<file path="src/rtl/keypad_scan_ctrl.sv">
// 4x4 hex keypad row scanner with synchronizer, press/release debounce
// and a one-cycle key_valid strobe per accepted key.
//
// Ports:
//   clk       - system clock, rising edge
//   reset     - asynchronous active-low reset
//   col[3:0]  - raw column sense, active-high, asynchronous (col[0] = left)
//   row[3:0]  - one-hot active-high row drive (row[0] = top)
//   key[3:0]  - hex code of last accepted key, held until next accept
//   key_valid - one-cycle pulse when key is updated
//   key_held  - high while the accepted key is still pressed
module keypad_scan_ctrl #(
    parameter int SCAN_DWELL      = 4,
    parameter int DEBOUNCE_CYCLES = 8,
    localparam int MAXC  = (SCAN_DWELL > DEBOUNCE_CYCLES) ?
                           SCAN_DWELL : DEBOUNCE_CYCLES,
    localparam int CNT_W = $clog2(MAXC) + 1
) (
    input  logic       clk,
    input  logic       reset,
    input  logic [3:0] col,
    output logic [3:0] row,
    output logic [3:0] key,
    output logic       key_valid,
    output logic       key_held
);

    typedef enum logic [1:0] {
        SCAN     = 2'd0,
        DEBOUNCE = 2'd1,
        REPORT   = 2'd2,
        HOLD     = 2'd3
    } state_t;

    localparam logic [CNT_W-1:0] DWELL_LAST = CNT_W'(SCAN_DWELL - 1);
    localparam logic [CNT_W-1:0] DEB_LAST   = CNT_W'(DEBOUNCE_CYCLES - 1);
    localparam logic [CNT_W-1:0] CNT_ONE    = CNT_W'(1);

    state_t           state, state_n;
    logic [CNT_W-1:0] cnt, cnt_n;
    logic [3:0]       row_n;
    logic [3:0]       key_n;
    logic [3:0]       col_lat, col_lat_n;
    logic [3:0]       col_m, col_s;
    logic             one_hot;
    logic [3:0]       row_rot;

    function automatic logic [3:0] keymap(input logic [3:0] r,
                                          input logic [3:0] c);
        logic [1:0] ri;
        logic [1:0] ci;
        logic [3:0] code;
        ri = 2'd0;
        ci = 2'd0;
        unique case (1'b1)
            r[1]:    ri = 2'd1;
            r[2]:    ri = 2'd2;
            r[3]:    ri = 2'd3;
            default: ri = 2'd0;
        endcase
        unique case (1'b1)
            c[1]:    ci = 2'd1;
            c[2]:    ci = 2'd2;
            c[3]:    ci = 2'd3;
            default: ci = 2'd0;
        endcase
        case ({ri, ci})
            4'h0:    code = 4'h1;
            4'h1:    code = 4'h2;
            4'h2:    code = 4'h3;
            4'h3:    code = 4'hA;
            4'h4:    code = 4'h4;
            4'h5:    code = 4'h5;
            4'h6:    code = 4'h6;
            4'h7:    code = 4'hB;
            4'h8:    code = 4'h7;
            4'h9:    code = 4'h8;
            4'hA:    code = 4'h9;
            4'hB:    code = 4'hC;
            4'hC:    code = 4'hE;
            4'hD:    code = 4'h0;
            4'hE:    code = 4'hF;
            default: code = 4'hD;
        endcase
        return code;
    endfunction

    // two-flop synchronizer; col_s is the only column view used below
    always_ff @(posedge clk or negedge reset) begin
        if (!reset) begin
            col_m <= '0;
            col_s <= '0;
        end else begin
            col_m <= col;
            col_s <= col_m;
        end
    end

    always_ff @(posedge clk or negedge reset) begin
        if (!reset) begin
            state   <= SCAN;
            cnt     <= '0;
            row     <= 4'b0001;
            key     <= 4'h0;
            col_lat <= '0;
        end else begin
            state   <= state_n;
            cnt     <= cnt_n;
            row     <= row_n;
            key     <= key_n;
            col_lat <= col_lat_n;
        end
    end

    // exactly one column set; zero or multiple columns is "no press"
    assign one_hot = (col_s != 4'b0000) &&
                     ((col_s & (col_s - 4'd1)) == 4'b0000);
    assign row_rot = {row[2:0], row[3]};

    always_comb begin
        state_n   = state;
        cnt_n     = cnt;
        row_n     = row;
        key_n     = key;
        col_lat_n = col_lat;
        case (state)
            SCAN: begin
                if (cnt == DWELL_LAST) begin
                    cnt_n = '0;
                    if (one_hot) begin
                        col_lat_n = col_s;
                        state_n   = DEBOUNCE;
                    end else begin
                        row_n = row_rot;
                    end
                end else begin
                    cnt_n = cnt + CNT_ONE;
                end
            end
            DEBOUNCE: begin
                if (col_s != col_lat) begin
                    cnt_n   = '0;
                    row_n   = row_rot;
                    state_n = SCAN;
                end else if (cnt == DEB_LAST) begin
                    cnt_n   = '0;
                    key_n   = keymap(row, col_lat);
                    state_n = REPORT;
                end else begin
                    cnt_n = cnt + CNT_ONE;
                end
            end
            REPORT: begin
                cnt_n   = '0;
                state_n = HOLD;
            end
            HOLD: begin
                // other rows are not driven, so only this key's release counts
                if (col_s != 4'b0000) begin
                    cnt_n = '0;
                end else if (cnt == DEB_LAST) begin
                    cnt_n   = '0;
                    row_n   = row_rot;
                    state_n = SCAN;
                end else begin
                    cnt_n = cnt + CNT_ONE;
                end
            end
            default: begin
                cnt_n   = '0;
                row_n   = 4'b0001;
                state_n = SCAN;
            end
        endcase
    end

    assign key_valid = (state == REPORT);
    assign key_held  = (state == HOLD);

endmodule

</file>
<file path="config.mk">
export PLATFORM = sky130hd
export DESIGN_NAME = keypad_scan_ctrl
export DESIGN_NICKNAME = d
export VERILOG_FILES = /design/src/rtl/keypad_scan_ctrl.sv
export SDC_FILE = /design/constraint.sdc
export NUM_CORES = 1
export LEC_CHECK = 0
export ABC_CLOCK_PERIOD_IN_PS = 4700
export CORE_ASPECT_RATIO = 0.75
export CORE_MARGIN = 5
export CORE_UTILIZATION = 45
export CTS_BUF_LIST = sky130_fd_sc_hd__clkbuf_4
export CTS_CLUSTER_SIZE = 14
export DETAILED_ROUTE_END_ITERATION = 6
export PLACE_DENSITY_LB_ADDON = 0.05
export SYNTH_ARGS = -nofsm -noshare
export SYNTH_HDL_FRONTEND = slang
export SYNTH_SLANG_ARGS = --single-unit
</file>
<file path="constraint.sdc">
create_clock -name clk -period 4.7 [get_ports clk]
set_input_delay 0.94 -clock clk [delete_from_list [all_inputs] [get_ports clk]]
set_output_delay 0.94 -clock clk [all_outputs]
set_load 0.05 [all_outputs]
</file>
==> flow_summary.yaml <==
route:
  via_per_inst: 5.30
  routedWlPerCell_um: 13.2
  routed_wl_um: 2240
  drc: 0
  drtIter0Drc: 54
  num_vias: 901
  first_pass_iters: 5
  antenna_left: 0
yosys:
  synth_most_common_cell: "dfrtp_1"
  yosys.area.top_type: "dfrtp_1"
  yosysSeqAreaShare_pct: 50.0
  async_flop_share_pct: 100
  synthTopCellsByCount: "dfrtp_1 (25), nor2_1 (14), mux2_2 (8), inv_1 (7), o21ai_0 (6)"
  syn_avg_cell_area_um2: 11.0
  synth.cell_area_um2: 1300
  synthFlopType: "dfrtp_1"
  synth_area_leaders: "dfrtp_1 (48%), mux2_2 (6.9%), ha_1 (4.8%), mux2_4 (4.6%), nor2_1 (4.0%)"
  synth_cell_types: 34
  synth_nets: 129
  yosys_warnings: 0
  ys_ff_latch: 26
  synthCells: 118
  synth_edf_count: 0
  synth.top_cell.area_share_pct: 48.0
timing:
  fin_worst_skew_ps: 5.84
  finalSetupTns_ps: 0
  final.period_utilization_pct: 58.3
  rsz0062_at_grt: "no"
  finalSetupViolCount: 0
  maxSlewHeadroom_pct: 56.3
  fmax_ghz: 0.365
  hold_viol: 0
  tightest_slew_ps: 650
  final_max_slew_viol_count: 0
  fin_crit_ps: 2740
job:
  maxCapViolCount: 0
pwr:
  leakagePower_nw: 0.698
  p_int_w: 0.000470
  power_switching_w: 0.000235
  ir_worst_vdd_mv: 0.239
  p_seq_share_pct: 42.8
  pwr-share-comb_pct: 35.7
  swShare_pct: 33.4
  p_clk_share_pct: 21.5
  power_density_nw_per_um2: 462
cts:
  cts-buffers-inserted: 3
  cts_tree: "done"
  htree_levels: 1
  root_buffer: "clkbuf_4"
  clockBufferDepth: 2
  clk_latency_ps: 320
  clkSinkCount: 26
  ctsHoldBuffers: 0
  cts_setup_buffers: 0
  ctsResizeCount: 0
  clkTransAtPathRegs_ps: 140
setup_path:
  critPathKind: "reg2out"
  cp_slowest_cell: "clkdlybuf4s50_1"
  crit_fanout: 13
  path_buf_inv: 1
  cp-start-kind: "register"
  max_stage_delay_ps: 880
  crit_chain: "clkdlybuf4s50_1"
  end_kind: "output pin"
  critPathArrivalTime_ps: 1800
  worstPathRequired_ps: 3760
  crit_family: "buffers and inverters"
die:
  die_x_um: 72.2
  start_util_pct: 48.6
  io_pins: 16
  dieArea_um2: 4080
  die_height_um: 56.6
  core-area_um2: 2680
  fp-row-count: 16
run_status:
  outcome: "finished clean"
cells_and_area:
  num-nets-final: 146
  fin_area_um2: 1530
  drive_gt1_share_pct: 15.7
  num-fill-cells: 233
  synthToLayoutAreaGrowth_pct: 17.2
  diodes: 0
global_route:
  grt_start_max_net_pins: 27
  overflow: 0
  grtUsageTotal_pct: 12.3
  grt_pass1_wl_um: 3950
  grt_pass1_vias: 853
  antenna_found_initial: 0
min_path:
  hold_class: "reg2reg"
placement:
  place_congestion: 0.768
  dp_hpwl_um: 1680
  io_buffers: 15
  placed_area_um2: 1480
==> per-layer routing <==
layer | GRT usage (%) | up-vias | share of wire, %
li1 | - | 447 | -
met1 | 17.4 | 430 | 50
met2 | 17.8 | 22 | 43
met3 | 4.99 | 2 | 6.1
met4 | 1.88 | 0 | 0.58
met5 | 0 | - | 0
==> layout by cell type (no fill, tap or decap), types with 2 or more instances in the layout <==
master,instances
nor4b_1,2
xnor2_1,2
o21ai_0,6
nand2_1,2
mux2_4,4
mux2_2,8
nor2_1,14
a21oi_1,4
nand3b_1,2
nor3_1,2
clkbuf_4,3
xor2_1,2
clkdlybuf4s50_1,14
ha_1,5
nor2b_1,3
nand2b_1,4
nand3_1,4
o22ai_1,2
dfrtp_1,25
a22o_1,4
inv_1,7
==> path summary, 6_finish.rpt <==
check,startpoint,end,slack (ps),cells past startpoint
worst max-delay path,row[2],row[2],1960,1
max in group asynchronous,reset,row[0],3740,1
worst min register to register,col_m[1],col_s[1],370,0
worst max register to register,col_s[3],col_lat[2],2620,5
worst min-delay path,col_m[1],col_s[1],370,0
min in group asynchronous,reset,col_lat[3],590,1
==> state kept, by name, summed over array words and instances, names as in the netlist, named ones only <==
register,cells
col_m,4
key,4
state,1
col_s,4
col_lat,4
cnt,4
row,4
==> power groups by stage <==
stage / clock network [W] / logic, W / registers [W]
floorplan: 0 / 0.000205 / 0.000306
global placement: 0 / 0.000250 / 0.000305
detailed placement: 0 / 0.000253 / 0.000306
CTS: 0.000159 / 0.000254 / 0.000302
global route: 0.000170 / 0.000289 / 0.000308
finish: 0.000152 / 0.000252 / 0.000302
==> final cells by class <==
type                       instances  area (µm²)  area share [%]
multi-input combinational         81         603            39.5
clock buffer                       3        22.5            1.47
inverter                           8        30.0            1.97
sequential                        26         652            42.7
timing repair buffer              15         145            9.50
tap                               36        45.0            2.95
clock inverter                     1        30.0            1.97
==> kinds of logic after synthesis <==
family,after synthesis,synth area share (%)
AOI/OAI and AO/OA,21,11.0
xor gates and xnor gates,4,2.69
adders and majority gates,5,4.80
buffers and inverters,11,3.74
DFF,26,50.0
muxes,13,12.3
and+or+nand+nor,38,15.5
==> through the flow <==
step	total power [W]	hold slack (ps)	setup slack, ps	utilization, %	instances
after global routing	0.000768	383	1870	56.9	170
final	0.000706	366	1960	56.9	170
after detailed placement	0.000560	337	2320	55.2	166
after floorplan	0.000511	331	2600	-	118
after global placement	0.000555	332	2360	55.2	166
after CTS	0.000715	370	1950	57.1	170
Note: power is estimated with default switching activity, not from simulation.
==> patch, RTL diff (same settings) <==
Set the parameter `SCAN_DWELL` to 2 (it was 4).
--- a/src/rtl/keypad_scan_ctrl.sv
+++ b/src/rtl/keypad_scan_ctrl.sv
@@ -10,7 +10,7 @@
 //   key_valid - one-cycle pulse when key is updated
 //   key_held  - high while the accepted key is still pressed
 module keypad_scan_ctrl #(
-    parameter int SCAN_DWELL      = 4,
+    parameter int SCAN_DWELL      = 2,
     parameter int DEBOUNCE_CYCLES = 8,
     localparam int MAXC  = (SCAN_DWELL > DEBOUNCE_CYCLES) ?
                            SCAN_DWELL : DEBOUNCE_CYCLES,
Check against the original RTL: not equivalent (a bounded check fails within 4 cycles, from zero or initial values and one cycle with reset low).
==> patch against the original RTL <==
Via count shrank 0.67%; sequential share of layout area shrank 1.5 points; area after synthesis grew 2.6%; design area grew 3.6%; power grew 3.4%; worst setup slack lost 96 ps; count of clock-buffer cells in the layout is the same; first-iteration DRC count shrank 33%; critical path type unchanged; routed wire length shrank 0.31%; highest routed layer unchanged; register-to-register slack gained 60 ps; global-route usage shrank 0.86 points; largest power group unchanged; sequential cell count is the same.
==> patch: results (changes against the original RTL) <==
\begin{tabular}{lr}
\hline
Metric & Value \\
\hline
\multicolumn{2}{l}{\textbf{STA}} \\
\quad Worst Skew & 7.98 ps (+2.14 ps) \\
\multicolumn{2}{l}{\textbf{Yosys}} \\
\quad Share of synthesized area occupied by flip-flops and latches & 48.7\% (-1.3 points) \\
\quad Top cells by area, synth & sky130\_fd\_sc\_hd\_\_dfrtp\_1 47\%, sky130\_fd\_sc\_hd\_\_mux2\_2 6.7\%, sky130\_fd\_sc\_hd\_\_ha\_1 6.5\% \\
\quad Adder-Cell Fraction of Synth Area & 6.55\% (+1.7 points) \\
\quad Synth Net Count & 133 (+3.1\%) \\
\quad Count of mapped cells out of synthesis & 120 (+1.7\%) \\
\quad Top post-synthesis cells by count & 25 x sky130\_fd\_sc\_hd\_\_dfrtp\_1, 14 x sky130\_fd\_sc\_hd\_\_nor2\_1, 8 x sky130\_fd\_sc\_hd\_\_mux2\_2 \\
\multicolumn{2}{l}{\textbf{Final layout}} \\
\quad Number of ordinary and repair buffers in the finished layout & 16 (+1) \\
\quad FFs \& Latches & 26 (unchanged) \\
\quad Clock Network Area Fraction & 3.32\% (-0.12 points) \\
\quad Area share of buffers outside the clock network & 9.96\% (+0.46 points) \\
\quad Fraction of area in registers & 41.2\% (-1.5 points) \\
\quad Fraction of layout instances using a drive strength above 1 & 16.1\% (+0.39 points) \\
\quad Final \#Nets & 151 (+3.4\%) \\
\quad Count of multi-input combinational gates & 86 (+6.2\%) \\
\quad Multi-input combinational cell area & 654 um\^{}2 (+8.5\%) \\
\multicolumn{2}{l}{\textbf{Global route}} \\
\quad Met1 capacity usage during global routing & 15.9\% (-1.5 points) \\
\quad Global-route wire length before repair & 3730 um (-5.6\%) \\
\quad Total GRT Usage & 11.4\% (-0.86 points) \\
\quad Via count of the first global-routing pass & 847 (-0.70\%) \\
\quad Met3 usage in global routing & 3.70\% (-1.3 points) \\
\quad Met2 usage in global routing & 17.4\% (-0.42 points) \\
\multicolumn{2}{l}{\textbf{Route}} \\
\quad DRT met1 WL & 1190 um (+6.4\%) \\
\quad Vias after detailed routing & 895 (-0.67\%) \\
\quad Vias per std cell & 5.11 (-3.5\%) \\
\quad Wire length on met2 & 944 um (-2.9\%) \\
\multicolumn{2}{l}{\textbf{Worst setup path}} \\
\quad Critical path arrival & 1900 ps (+100 ps) \\
\quad Max incr delay on CP & 810 ps (-70 ps) \\
\multicolumn{2}{l}{\textbf{Placement}} \\
\quad Routability-driven placement congestion ratio & 0.752 (-2.1\%) \\
\quad Post-detail-place hpwl & 1690 um (+1.0\%) \\
\quad Placed Area & 1530 um\^{}2 (+3.4\%) \\
\multicolumn{2}{l}{\textbf{Status}} \\
\quad Outcome & completed \\
\hline
\end{tabular}
## patch: changes by cell type after synthesis, sizes merged, moves of 2 or more
| cell | change |
|---|---|
| a21oi | +3 |
| and3 | -2 |
| ha | +2 |
| inv | -3 |
| nand2 | +4 |
| nand2b | -3 |
| nor2b | -2 |
| nor4 | +2 |
| nor4b | -2 |
| xnor2 | +3 |
## patch: power breakdown
group          switching, mW  internal, mW
sequential            0.0446         0.263
combinational          0.141         0.130
clock                 0.0647        0.0862
## patch: path summary, 6_finish.rpt
check / slack [ps] / startpoint / depth (start not counted) / endpoint
setup / recovery: 1860 / state[0] / 2 / key_held
hold / removal: 360 / col_m[0] / 0 / col_s[0]
setup reg to reg: 2680 / col_s[1] / 5 / row[1]
hold reg to reg: 360 / col_m[0] / 0 / col_s[0]
max in group asynchronous: 3460 / reset / 2 / row[0]
min in group asynchronous: 960 / reset / 2 / col_lat[1]
